[src/rtl/sram_bank_ctrl_pkg.sv]
// rtl/sram_bank_ctrl_pkg.sv - FSM encoding, pin-intent struct and sizing helpers for sram_bank_ctrl
package sram_bank_ctrl_pkg;

  typedef enum logic [2:0] {
    S_IDLE,
    S_RD_ACT,
    S_RD_WAIT,
    S_RD_CAP,
    S_WR_SETUP,
    S_WR_PULSE,
    S_WR_HOLD
  } state_t;

  // Active-high intent for the addressed bank; the port converts to pin polarity.
  typedef struct packed {
    logic ce;
    logic oe;
    logic we;
    logic drive;
  } pin_ctrl_t;

  function automatic int max_int(input int a, input int b);
    return (a > b) ? a : b;
  endfunction

  function automatic int bank_w(input int banks);
    return (banks > 1) ? $clog2(banks) : 1;
  endfunction

endpackage

[src/rtl/sram_bank_ctrl_port.sv]
// rtl/sram_bank_ctrl_port.sv - registered pin set for one SRAM chip
module sram_bank_ctrl_port
  import sram_bank_ctrl_pkg::*;
#(
  parameter int ADDR_W = 20,
  parameter int DATA_W = 32
) (
  input  logic                clk,
  input  logic                rst,
  input  logic                sel,
  input  pin_ctrl_t           ctrl,
  input  logic [ADDR_W-1:0]   addr,
  input  logic [DATA_W-1:0]   wdata,
  input  logic [DATA_W/8-1:0] be,
  output logic [ADDR_W-1:0]   sram_addr,
  output logic [DATA_W-1:0]   sram_dq_o,
  output logic                sram_dq_t,
  output logic                sram_ce_n,
  output logic                sram_oe_n,
  output logic                sram_we_n,
  output logic [DATA_W/8-1:0] sram_be_n
);

  logic act;
  assign act = sel & ctrl.ce;

  // Address and write data only move while this bank is addressed, so idle banks hold.
  always_ff @(posedge clk) begin
    if (!rst) begin
      sram_addr <= '0;
      sram_dq_o <= '0;
      sram_dq_t <= 1'b1;
      sram_ce_n <= 1'b1;
      sram_oe_n <= 1'b1;
      sram_we_n <= 1'b1;
      sram_be_n <= '1;
    end else begin
      sram_ce_n <= ~act;
      sram_oe_n <= ~(act & ctrl.oe);
      sram_we_n <= ~(act & ctrl.we);
      sram_dq_t <= ~(act & ctrl.drive);
      sram_be_n <= act ? ~be : '1;
      if (act) sram_addr <= addr;
      if (act & ctrl.drive) sram_dq_o <= wdata;
    end
  end

endmodule

[src/rtl/sram_bank_ctrl.sv]
// rtl/sram_bank_ctrl.sv - banked async-SRAM controller top; define SRAM_BYTE_STROBE_EN for byte-masked writes
module sram_bank_ctrl
  import sram_bank_ctrl_pkg::*;
#(
  parameter int ADDR_W  = 20,
  parameter int DATA_W  = 32,
  parameter int BANKS   = 2,
  parameter int RD_WAIT = 1,
  parameter int WR_WAIT = 1,
  localparam int SEL_W  = $clog2(BANKS),
  localparam int BANK_W = bank_w(BANKS),
  localparam int STRB_W = DATA_W / 8
) (
  input  logic                     clk,
  input  logic                     rst,
  input  logic                     req,
  input  logic                     we,
  input  logic [ADDR_W+SEL_W-1:0]  addr,
  input  logic [DATA_W-1:0]        wdata,
  input  logic [STRB_W-1:0]        wstrb,
  output logic [DATA_W-1:0]        rdata,
  output logic                     ack,
  output logic                     busy,
  output logic                     drop,
  output logic [BANKS*ADDR_W-1:0]  sram_addr,
  output logic [BANKS*DATA_W-1:0]  sram_dq_o,
  input  logic [BANKS*DATA_W-1:0]  sram_dq_i,
  output logic [BANKS-1:0]         sram_dq_t,
  output logic [BANKS-1:0]         sram_ce_n,
  output logic [BANKS-1:0]         sram_oe_n,
  output logic [BANKS-1:0]         sram_we_n,
  output logic [BANKS*STRB_W-1:0]  sram_be_n
);

  localparam int CNT_W   = $clog2(max_int(RD_WAIT, WR_WAIT) + 2);
  localparam int RD_LOAD = (RD_WAIT > 0) ? RD_WAIT - 1 : 0;

  if (BANKS < 1 || (BANKS & (BANKS - 1)) != 0) begin : g_bad_banks
    $error("BANKS must be a power of two >= 1");
  end
  if (DATA_W < 8 || (DATA_W % 8) != 0) begin : g_bad_data_w
    $error("DATA_W must be a multiple of 8");
  end
  if (RD_WAIT < 0 || RD_WAIT > 15 || WR_WAIT < 0 || WR_WAIT > 15) begin : g_bad_wait
    $error("RD_WAIT/WR_WAIT must be 0..15");
  end

  state_t             state, state_nx;
  logic [CNT_W-1:0]   cnt;
  logic               accept;
  logic [BANK_W-1:0]  live_bank, cmd_bank, nx_bank;
  logic [ADDR_W-1:0]  cmd_addr, nx_addr;
  logic [DATA_W-1:0]  cmd_wdata, nx_wdata;
  logic [STRB_W-1:0]  cmd_wstrb, nx_wstrb, wr_lanes, be_lanes;
  pin_ctrl_t          ctrl;

  assign accept = (state == S_IDLE) && req;

  if (BANKS > 1) begin : g_bank_sel
    assign live_bank = addr[ADDR_W +: SEL_W];
  end else begin : g_single_bank
    assign live_bank = '0;
  end

  always_ff @(posedge clk) begin
    if (!rst) begin
      cmd_bank  <= '0;
      cmd_addr  <= '0;
      cmd_wdata <= '0;
      cmd_wstrb <= '0;
    end else if (accept) begin
      cmd_bank  <= live_bank;
      cmd_addr  <= addr[ADDR_W-1:0];
      cmd_wdata <= wdata;
      cmd_wstrb <= wstrb;
    end
  end

  // Pins are registered from the next state, so the accept cycle must see the live command.
  assign nx_bank  = accept ? live_bank         : cmd_bank;
  assign nx_addr  = accept ? addr[ADDR_W-1:0]  : cmd_addr;
  assign nx_wdata = accept ? wdata             : cmd_wdata;
  assign nx_wstrb = accept ? wstrb             : cmd_wstrb;

`ifdef SRAM_BYTE_STROBE_EN
  assign wr_lanes = nx_wstrb;
`else
  logic unused_wstrb;
  assign unused_wstrb = ^nx_wstrb;
  assign wr_lanes     = '1;
`endif

  always_ff @(posedge clk) begin
    if (!rst) state <= S_IDLE;
    else      state <= state_nx;
  end

  always_comb begin
    state_nx = state;
    case (state)
      S_IDLE:     if (req) state_nx = we ? S_WR_SETUP : S_RD_ACT;
      S_RD_ACT:   state_nx = (RD_WAIT == 0) ? S_RD_CAP : S_RD_WAIT;
      S_RD_WAIT:  if (cnt == '0) state_nx = S_RD_CAP;
      S_RD_CAP:   state_nx = S_IDLE;
      S_WR_SETUP: state_nx = S_WR_PULSE;
      S_WR_PULSE: if (cnt == '0) state_nx = S_WR_HOLD;
      S_WR_HOLD:  state_nx = S_IDLE;
      default:    state_nx = S_IDLE;
    endcase
  end

  always_comb begin
    ctrl     = '0;
    be_lanes = '1;
    case (state_nx)
      S_RD_ACT, S_RD_WAIT, S_RD_CAP: begin
        ctrl.ce = 1'b1;
        ctrl.oe = 1'b1;
      end
      S_WR_SETUP, S_WR_HOLD: begin
        ctrl.ce    = 1'b1;
        ctrl.drive = 1'b1;
        be_lanes   = wr_lanes;
      end
      S_WR_PULSE: begin
        ctrl.ce    = 1'b1;
        ctrl.drive = 1'b1;
        ctrl.we    = |wr_lanes;
        be_lanes   = wr_lanes;
      end
      default: ;
    endcase
  end

  always_ff @(posedge clk) begin
    if (!rst) begin
      cnt <= '0;
    end else if (state_nx != state) begin
      case (state_nx)
        S_RD_WAIT:  cnt <= CNT_W'(RD_LOAD);
        S_WR_PULSE: cnt <= CNT_W'(WR_WAIT);
        default:    cnt <= '0;
      endcase
    end else if (cnt != '0) begin
      cnt <= cnt - 1'b1;
    end
  end

  always_ff @(posedge clk) begin
    if (!rst) begin
      ack   <= 1'b0;
      rdata <= '0;
    end else begin
      ack <= (state == S_RD_CAP) || (state == S_WR_HOLD);
      if (state == S_RD_CAP) rdata <= sram_dq_i[int'(cmd_bank) * DATA_W +: DATA_W];
    end
  end

  assign busy = (state != S_IDLE);
  assign drop = req & busy;

  for (genvar b = 0; b < BANKS; b++) begin : g_bank
    sram_bank_ctrl_port #(.ADDR_W(ADDR_W), .DATA_W(DATA_W)) u_port (
      .clk       (clk),
      .rst       (rst),
      .sel       (nx_bank == BANK_W'(b)),
      .ctrl      (ctrl),
      .addr      (nx_addr),
      .wdata     (nx_wdata),
      .be        (be_lanes),
      .sram_addr (sram_addr[b*ADDR_W +: ADDR_W]),
      .sram_dq_o (sram_dq_o[b*DATA_W +: DATA_W]),
      .sram_dq_t (sram_dq_t[b]),
      .sram_ce_n (sram_ce_n[b]),
      .sram_oe_n (sram_oe_n[b]),
      .sram_we_n (sram_we_n[b]),
      .sram_be_n (sram_be_n[b*STRB_W +: STRB_W])
    );
  end

endmodule

[config.mk]
export PLATFORM = sky130hd
export DESIGN_NAME = sram_bank_ctrl
export DESIGN_NICKNAME = d
export VERILOG_FILES = /design/src/rtl/sram_bank_ctrl_pkg.sv /design/src/rtl/sram_bank_ctrl_port.sv /design/src/rtl/sram_bank_ctrl.sv
export SDC_FILE = /design/constraint.sdc
export NUM_CORES = 1
export LEC_CHECK = 0
export BUFFER_PORTS_ARGS = -buffer_cell sky130_fd_sc_hd__buf_4
export CAP_MARGIN = 20
export CORE_MARGIN = 3
export CORE_UTILIZATION = 50
export DETAILED_ROUTE_END_ITERATION = 8
export PLACE_DENSITY = 0.78
export SYNTH_ARGS = -nofsm -noshare
export SYNTH_HDL_FRONTEND = slang
export SYNTH_SLANG_ARGS = --single-unit
[constraint.sdc]
create_clock -name clk -period 2.85 [get_ports clk]
set_input_delay 0.285 -clock clk [delete_from_list [all_inputs] [get_ports clk]]
set_output_delay 0.285 -clock clk [all_outputs]
set_load 0.05 [all_outputs]
-- Yosys cells after proc, flatten, opt, wreduce, memory -nomap -nowiden
Index checks and enable logic that the tools add are counted.
- word-level logic and storage cells: 81
- register bits: 211
- shifts and indexed selects: 1
- $add $sub $neg: 1
- reductions and logical operators: 10
- muxes and demuxes: 17
- eq/ne operators: 13
- bitwise gates (word level): 18
- operators with widths (operator ; count):
    64-bit by 7-bit indexed part select with 32-bit output ; 1
    32-bit two-way mux ; 1
    20-bit two-way mux ; 1
    3-bit == test, second input constant ; 6
    3-bit case mux with 5 select lines ; 1
    3-bit by 2-bit == test with 1-bit output, second input constant ; 4
    3-bit two-way mux ; 4
    1-bit bitwise AND ; 9
    1-bit inverter ; 9
    4-bit two-way mux ; 2
    3-bit by 1-bit == test with 1-bit output, second input constant ; 2
    1-bit two-way mux ; 6
    3-bit OR reduction ; 2
    6-bit OR reduction ; 1
    2-bit two-way mux ; 2
    2-bit nonzero test ; 2
    3-bit logical NOT ; 1
    3-bit != test ; 1
    3-bit nonzero test ; 1
    2-bit logical NOT ; 1
    2-bit by 1-bit subtractor with 2-bit output, second input constant ; 1
    1-bit logical AND ; 1
    1-bit logical OR ; 1

-- Logic depth before layout (Yosys ltp)
Gate-level depths: netlist (run 1).
- depth in word-level cells: 9
- depth in mapped cells: 7

-- By module
Synthesis (run 1) repeated with hierarchy kept, for this count alone.
- cells, all modules: 862
- area, all modules: 8919.8 um^2
- modules (own cells, without submodules) (module ; times used ; area each (um^2) ; cells each ; sequential area each (um^2)):
    sram_bank_ctrl_port ; 2 ; 2384.8 ; 248 ; 1201.2
    sram_bank_ctrl ; 1 ; 4150.2 ; 366 ; 1821.7

-- Least setup slack after synthesis (run 1)
No wires, ideal clock.
- path type: flip-flop to output port
- start: register state[1]
- end: output port drop
- stages on the path, launching flop included: 5
- arrival: 1.715 ns
- path buffers: 2
- slack: 0.850 ns
- path through: dfxtp_1 > buf_2 > buf_1 > or3_1 > and2_1
- word-level cells in the longest chain between the ends: 2
- ends and longest elaborated chain (what ; RTL line ; source):
    from (decl) ; sram_bank_ctrl.sv:48 ; state_t state, state_nx;
    from (signal assigned) ; sram_bank_ctrl.sv:95 ; else state <= state_nx;
    3-bit nonzero test ; sram_bank_ctrl.sv:159 ; assign busy = (state != S_IDLE);
    via busy ; sram_bank_ctrl.sv:23 ; output logic busy,
    1-bit bitwise AND ; sram_bank_ctrl.sv:160 ; assign drop = req & busy;
    to (decl) ; sram_bank_ctrl.sv:24 ; output logic drop,
The timed path passes the listed nets, and every way through them passes these cells.

-- Final worst setup path (run 1)
- start: register state[0]
- end: register g_bank[1].u_port.sram_dq_o[17]
- word-level cells in the longest chain between the ends: 7
- ends and longest elaborated chain (what ; RTL line ; source):
    3-bit == test (tied with other cells) ; sram_bank_ctrl.sv:100 ; case (state)
    3-bit case mux with 5 select lines ; sram_bank_ctrl.sv:100 ;
    3-bit == test (tied with other cells) ; sram_bank_ctrl.sv:115 ; case (state_nx)
    6-bit OR reduction (no source line) ; n/a ;
    1-bit two-way mux ; sram_bank_ctrl.sv:115 ;
    1-bit bitwise AND ; sram_bank_ctrl_port.sv:25 ; assign act = sel & ctrl.ce;
    1-bit bitwise AND ; sram_bank_ctrl_port.sv:44 ; if (act & ctrl.drive) sram_dq_o <= wdata;
    to (signal assigned) ; sram_bank_ctrl_port.sv:44 ;
    to (decl) ; sram_bank_ctrl_port.sv:16 ; output logic [DATA_W-1:0] sram_dq_o,
Several ways; a longest one is shown, not always the timed one.
A chain may end at the register's enable or synchronous reset.

==> impl_metrics.py, run 1 <==
metrics = {
    "layout": {
        "area_growth_pct": 31.5,
        "fill_cells": 1375,
        "nets": 1281,
        "diodes": 0,
        "drive_above_1_share_pct": 36.5,
    },
    "synth": {
        "netlist.area_leader.share_pct": 46.5,
        "async_reset_ff_share_pct": 0,
        "yosysTopAreaCell": "dfxtp_1",
        "ys_seq_elements": 203,
        "synthCells": 949,
        "synth.distinct_cells": 44,
        "synth_flop_cell": "dfxtp_1",
        "avgSynthCellArea_um2": 9.21,
        "synth_edf_count": 0,
        "ys_seq_area_share_pct": 46.5,
        "syn_nets": 1075,
        "synth_area_leaders": "dfxtp_1, o221a_2, a211oi_1",
        "synth.yosys.warnings": 0,
        "syn_area_mm2": 0.00874,
    },
    "clocking": {
        "clk_pin_slew_ps": 60,
        "cts-root-buf": "clkbuf_16",
        "cts_tree": "yes",
        "htree_levels": 1,
        "clock-sinks": 203,
        "worst_skew_pair.late_latency_ps": 500,
        "cts_buffer_depth": 3,
        "ctsHoldBuffers": 0,
        "cts_setup_buffers": 0,
        "post_cts_resized": 0,
        "cts_buffers": 22,
    },
    "critical_path": {
        "reg2reg_depth": 5,
        "path_class": "register to register",
        "r2r_start": "state[0]$_SDFF_PN0_",
        "worstPathArrival_ps": 2580,
        "required_ps": 3230,
        "setup.worst_path.end": "g_bank[1].u_port.sram_dq_o[17]$_SDFFE_PN0P_",
        "critPathLaunchType": "register",
        "worstPathMaxFanout": 72,
        "worst_setup_path_end_kind": "register",
        "crit_path_start": "state[0]$_SDFF_PN0_",
        "r2r-end": "g_bank[1].u_port.sram_dq_o[17]$_SDFFE_PN0P_",
        "reg2reg_slack_ps": 650,
    },
    "timing": {
        "setup_viol": 0,
        "clock.fmax_mhz": 455,
        "hold_viol": 0,
        "min_period_ps": 2200,
        "clock_skew_ps": 7.17,
        "tns_ps": 0,
        "slew_viol_final": 0,
        "max_slew.worst_pin.slew_ps": 783,
        "min_period_over_period_pct": 77.1,
        "rsz0062_at_grt": "false",
        "relSlewSlack_pct": 47.8,
    },
    "place": {
        "dp_hpwl_um": 16300,
        "io_buffers": 275,
        "gp_congestion": 0.797,
    },
    "grt": {
        "grtUsageTotal_pct": 23.6,
        "use_met3_pct": 6.80,
        "grt_most_used_layer": "met2",
        "antenna_found_initial": 0,
        "grt.met2_usage_pct": 40.1,
        "met1_usage_pct": 29.1,
        "grt_pass1_wl_um": 37900,
        "grt_max_degree": 73,
        "overflow": 0,
        "grt_pass1_vias": 7267,
    },
    "status": {
        "outcome": "complete, no violations",
    },
    "floorplanning": {
        "design.core.area_mm2": 0.0168,
        "fp.dieH_um": 138,
        "dieArea_mm2": 0.0191,
        "rows": 47,
        "fp.dieW_um": 138,
        "start_util_pct": 52.0,
        "io-pin-count": 280,
    },
    "drt": {
        "drt-total-wl_um": 24000,
        "drt_iter0_markers": 564,
        "vias": 7698,
        "vias_per_cell": 5.53,
        "drc": 0,
        "ant_nets": 0,
        "dr.pass1.iters": 5,
        "detail_route.wl_per_cell_um": 17.3,
    },
    "pwr": {
        "powerDensity_mw_per_mm2": 1120,
        "vdd_drop_max_mv": 0.883,
        "power_mw": 12.8,
        "p_leak_nw": 4.76,
    },
    "run": {
        "cap_viol_max_count": 0,
    },
    "hold_path": {
        "hold_class": "input port to register",
        "hold_depth": 3,
    },
}
==> report_power, final <==
part / internal, mW / total, mW / switching, mW
clock network: 1.84 / 2.97 / 1.13
registers: 3.56 / 4.01 / 0.449
logic: 1.88 / 5.87 / 3.99
==> how the worst min path moves through the flow <==
stage	from	slack, ps	to
detailed placement	cmd_wdata[21]$_SDFF_PN0_	460	cmd_wdata[21]$_SDFF_PN0_
global placement	cmd_wdata[31]$_SDFF_PN0_	460	cmd_wdata[31]$_SDFF_PN0_
global route	wdata[30]	60	cmd_wdata[30]$_SDFF_PN0_
floorplan	wdata[0]	420	cmd_wdata[0]$_SDFF_PN0_
CTS	wdata[30]	40	cmd_wdata[30]$_SDFF_PN0_
finish	wdata[30]	60	cmd_wdata[30]$_SDFF_PN0_
==> state kept, by name (all words and copies together), names as in the netlist <==
signal and cells:
g_bank.u_port.sram_addr 40, state 3, cmd_bank 1, g_bank.u_port.sram_dq_t 2
g_bank.u_port.sram_we_n 2, cnt 2, rdata 32, cmd_wdata 32
ack 1, cmd_addr 20, g_bank.u_port.sram_be_n 2, g_bank.u_port.sram_dq_o 64
g_bank.u_port.sram_oe_n 2
==> final cells by class <==
cell class | count | area [um2] | share of cell area (%)
timing repair buffer | 296 | 2250 | 19.5
tap | 220 | 275 | 2.39
clock inverter | 7 | 87.6 | 0.762
clock buffer | 33 | 684 | 5.95
multi-input combinational | 595 | 3990 | 34.7
sequential | 203 | 4070 | 35.4
inverter | 37 | 141 | 1.23
==> layer usage <==
metal  routed length, um  vias up  share of wire (%)
met5                   0        -                  0
met4                 730        0                3.0
met3                1900       49                7.9
met2               11600      277                 48
met1                9790     3561                 41
li1                    -     3811                  -
==> worst max-delay path: stages (launching register included) <==
cell and delay [ps]:
dfxtp_1 480, or4b_4 720, buf_12 280, nor3b_1 240, a31oi_1 70, o221a_2 270
==> cell usage after synthesis (7+ instances only) <==
cell,n
a211oi_1,73
a21oi_1,35
a31oi_1,32
buf_1,7
buf_2,25
buf_4,17
buf_6,7
clkbuf_1,58
dfxtp_1,203
inv_1,37
mux2i_1,53
nand2_1,75
nor2_1,113
nor3_1,57
nor3_2,28
nor3b_1,33
o221a_1,10
o221a_2,54
==> cell usage in the layout, fill, tap and decap left out, types with 4 or more instances in the layout <==
master       n
a211oi_1    73
a21oi_1     35
a31oi_1     32
buf_4      294
clkbuf_1     4
clkbuf_16   24
clkbuf_8     5
clkinv_2     4
dfxtp_1    202
inv_1       36
mux2i_1     53
nand2_1     75
nor2_1     111
nor3_1      57
nor3_2      28
nor3b_1     32
o221a_1     10
o221a_2     54
==> metrics by stage <==
stage                     instances  hold slack [ps]  worst slack (ps)  util [%]  cell area [um2]
after floorplan                 949              421               850         -             8740
after global placement         1351              457               708      63.8            10700
after detailed placement       1351              461               674      63.8            10700
after CTS                      1391             41.4               662      68.3            11500
after global routing           1391             55.2               522      68.3            11500
final                          1391             56.1               654      68.3            11500
==> cell families after synthesis <==
family | Yosys count | synth area share [%]
flops | 203 | 46.5
simple gates | 325 | 19.2
compound gates | 213 | 19.6
fa+ha+maj | 1 | 0.143
xor+xnor | 2 | 0.200
buf+inv | 151 | 8.17
mux | 54 | 6.20
Power figures use the tool's default switching activity.
==> run 2, diff against run 1 <==
--- a/config.mk
+++ b/config.mk
@@ -5,12 +5,13 @@
 export SDC_FILE = /design/constraint.sdc
 export NUM_CORES = 1
 export LEC_CHECK = 0
+export ABC_AREA = 1
 export BUFFER_PORTS_ARGS = -buffer_cell sky130_fd_sc_hd__buf_4
 export CAP_MARGIN = 20
 export CORE_MARGIN = 3
-export CORE_UTILIZATION = 50
+export CORE_UTILIZATION = 45
 export DETAILED_ROUTE_END_ITERATION = 8
-export PLACE_DENSITY = 0.78
+export PLACE_DENSITY = 0.75
 export SYNTH_ARGS = -nofsm -noshare
 export SYNTH_HDL_FRONTEND = slang
 export SYNTH_SLANG_ARGS = --single-unit
==> constraint.sdc (replaced) <==
create_clock -name clk -period 1.95 [get_ports clk]
set_input_delay 0.195 -clock clk [delete_from_list [all_inputs] [get_ports clk]]
set_output_delay 0.195 -clock clk [all_outputs]
set_load 0.05 [all_outputs]
==> run 2 against run 1 <==
Against the previous run:
- clock power rose by 34%
- sequential cell count did not move
- largest power group unchanged
- cell area up 0.90%
- cell count increased by 13%
- core utilization grew 0.62 points
- sequential power up 35%
- combinational power is 32% higher
- non-clock buffer count grew 88
- clock-buffer cell count fell by 1
- critical path depth grew 1
- clock skew increased by 4.9 ps
- via count increased by 3.9%
==> impl_metrics.py, run 2 <==
metrics = {
    "pwr": {
        "clockPowerShare_pct": 23.2,
        "p_sw_mw": 7.13,
        "p_leak_nw": 5.43,
        "p_sw_share_pct": 41.5,
        "power_mw": 17.2,
        "vdd_drop_max_mv": 1.12,
        "internal_power_mw": 10.0,
        "p_seq_share_pct": 31.5,
        "powerDensity_mw_per_mm2": 1480,
        "comb_power_share_pct": 45.3,
    },
    "run": {
        "cap_viol_max_count": 0,
    },
    "synth": {
        "synth.yosys.warnings": 0,
        "synth-adder-area-share_pct": 0.160,
        "syn_nets": 1144,
        "yosys-top-cells-count": "nand2_1, dfxtp_1, a21oi_1, nor2_1, o21ai_0",
        "synth_top_family_by_area": "simple AND/OR/NAND/NOR gates",
        "synth_mux_area_share_pct": 0,
        "ys_seq_area_share_pct": 51.8,
        "yosysTopAreaCell": "dfxtp_1",
        "synthSimpleGateAreaFrac_pct": 23.7,
        "syn_area_mm2": 0.00784,
        "synth_flop_cell": "dfxtp_1",
        "ys_seq_elements": 203,
        "synth_edf_count": 0,
        "synth.distinct_cells": 27,
        "yosysMostFrequentCell": "nand2_1",
        "synthCells": 1018,
        "avgSynthCellArea_um2": 7.70,
        "synth_area_leaders": "dfxtp_1, nand2_1, a21oi_1",
        "synth_compound_area_share_pct": 16.8,
        "async_reset_ff_share_pct": 0,
        "netlist.area_leader.share_pct": 51.8,
        "synth_xor_area_share_pct": 0.112,
    },
    "critical_path": {
        "worst_setup_path_end_kind": "register",
        "cp_top_family": "buffers and inverters",
        "cp_slowest_stage_delay_ps": 600,
        "reg2reg_slack_ps": 110,
        "cp_cell_sequence": "nand2_1, nor2_4, buf_12, o21ai_0, a31oi_1, dlygate4sd3_1",
        "required_ps": 2370,
        "worstPathArrival_ps": 2260,
        "worstPathMaxFanout": 32,
        "slowest_stage": "dlygate4sd3_1",
        "path_class": "register to register",
        "critPathLaunchType": "register",
        "path_buf_inv": 2,
    },
    "floorplanning": {
        "dieArea_mm2": 0.0190,
        "io-pin-count": 280,
        "fp.dieW_um": 138,
        "fp.dieH_um": 138,
        "start_util_pct": 46.6,
        "rows": 47,
        "design.core.area_mm2": 0.0168,
    },
    "hold_path": {
        "hold_class": "input port to register",
    },
    "drt": {
        "detail_route.wl_per_cell_um": 15.4,
        "drt-total-wl_um": 24200,
        "drt_iter0_markers": 383,
        "vias": 8002,
        "dr.pass1.iters": 4,
        "vias_per_cell": 5.09,
        "drc": 0,
        "ant_nets": 0,
    },
    "timing": {
        "fin_hold_ws_ps": 21.8,
        "max_slew.worst_pin.slew_ps": 425,
        "clock.fmax_mhz": 544,
        "setup_viol": 0,
        "slew_viol_final": 0,
        "tns_ps": 0,
        "clock_skew_ps": 12.1,
        "rsz0062_at_grt": "false",
        "relSlewSlack_pct": 71.4,
        "min_period_over_period_pct": 94.2,
        "hold_viol": 0,
        "min_period_ps": 1840,
    },
    "place": {
        "dpl_cell_area_mm2": 0.0101,
        "io_buffers": 275,
        "gp_congestion": 0.812,
        "dp_hpwl_um": 14500,
    },
    "grt": {
        "overflow": 0,
        "antenna_found_initial": 0,
        "grt_pass1_wl_um": 36400,
        "grt_max_degree": 97,
        "grtUsageTotal_pct": 23.5,
        "grt_pass1_vias": 7366,
    },
    "layout": {
        "drive_above_1_share_pct": 28.7,
        "multi_input_area_mm2": 0.00321,
        "final_cell_mix": "buf_4, nand2_1, dfxtp_1",
        "final-seq-area_mm2": 0.00407,
        "reg_top3": "g_bank.u_port.sram_dq_o: 64 flops, g_bank.u_port.sram_addr: 40 flops",
        "final_area_mm2": 0.0116,
        "final_common_cell": "buf_4",
        "area_growth_pct": 48.0,
        "largest_reg_flops": 64,
        "utilization_pct": 69.0,
        "top_register": "g_bank.u_port.sram_dq_o",
        "nets": 1461,
        "fill_cells": 1402,
    },
    "status": {
        "outcome": "complete, no violations",
    },
    "clocking": {
        "cts_buffers": 21,
        "clk_pin_slew_ps": 60,
        "cts_tree": "yes",
        "cts_buffer_depth": 3,
        "cts-root-buf": "clkbuf_16",
        "cts_setup_buffers": 0,
        "htree_levels": 1,
        "clock-sinks": 203,
        "worst_skew_pair.late_latency_ps": 490,
    },
}
[run 2: final timing paths]
check,from,end,cells past startpoint
worst max-delay path,state[1]$_SDFF_PN0_,rdata[19]$_SDFFE_PN0N_,6
worst min-delay path,sram_dq_i[27],rdata[27]$_SDFFE_PN0N_,3
worst max register to register,state[1]$_SDFF_PN0_,rdata[19]$_SDFFE_PN0N_,6
worst min register to register,g_bank[0].u_port.sram_dq_o[20]$_SDFFE_PN0P_,g_bank[0].u_port.sram_dq_o[20]$_SDFFE_PN0P_,2
[run 2: logic make-up after synthesis]
group / after synthesis
AND/OR/NAND/NOR: 444
AO/OA/AOI/OAI: 245
flip-flops: 203
buffers and inverters: 124
XOR/XNOR: 1
adder cells (fa/ha/maj): 1
[run 2: timing repair]
item                                    CTS  global route
endpoints found under the hold margin    51             0
endpoints found under the setup margin    0            94
hold buffers                             82             0
gates resized for setup                   0             6
[run 2: per-layer routing]
layer | track usage [%] | part of all wire (%)
met1 | 29.5 | 41
met2 | 39.6 | 48
met5 | 0 | 0
met4 | 9.11 | 3.9
met3 | 4.90 | 6.8
[run 2: area by class of cell]
class                      instances  share of cell area (%)
timing repair buffer             384                    27.9
multi-input combinational        691                    27.7
clock buffer                      32                    5.15
inverter                          34                    1.11
clock inverter                     6                   0.723
antenna                            1                  0.0216
tap                              220                    2.37
sequential                       203                    35.1
[run 2: through the flow]
stage / setup WS [ps] / std cells
after global routing: 0.209 / 1570
final: 113 / 1571
after CTS: 110 / 1569
after detailed placement: 138 / 1449
after global placement: 173 / 1449
after floorplan: 46.6 / 1018
[run 2: worst min-delay path: cells and delay by family]
family                 cells  cell delay (ps)
AND/OR/NAND/NOR            1               70
buffers and inverters      1              110
AO/OA/AOI/OAI              1               80
[run 2: power by group through the flow]
stage | Sequential (mW) | Combinational, mW | Clock (mW)
floorplan | 7.22 | 3.69 | 0
global placement | 5.45 | 7.45 | 0
detailed placement | 5.48 | 7.52 | 0
CTS | 5.40 | 7.73 | 4.07
global route | 5.49 | 8.40 | 4.24
finish | 5.41 | 7.77 | 3.98
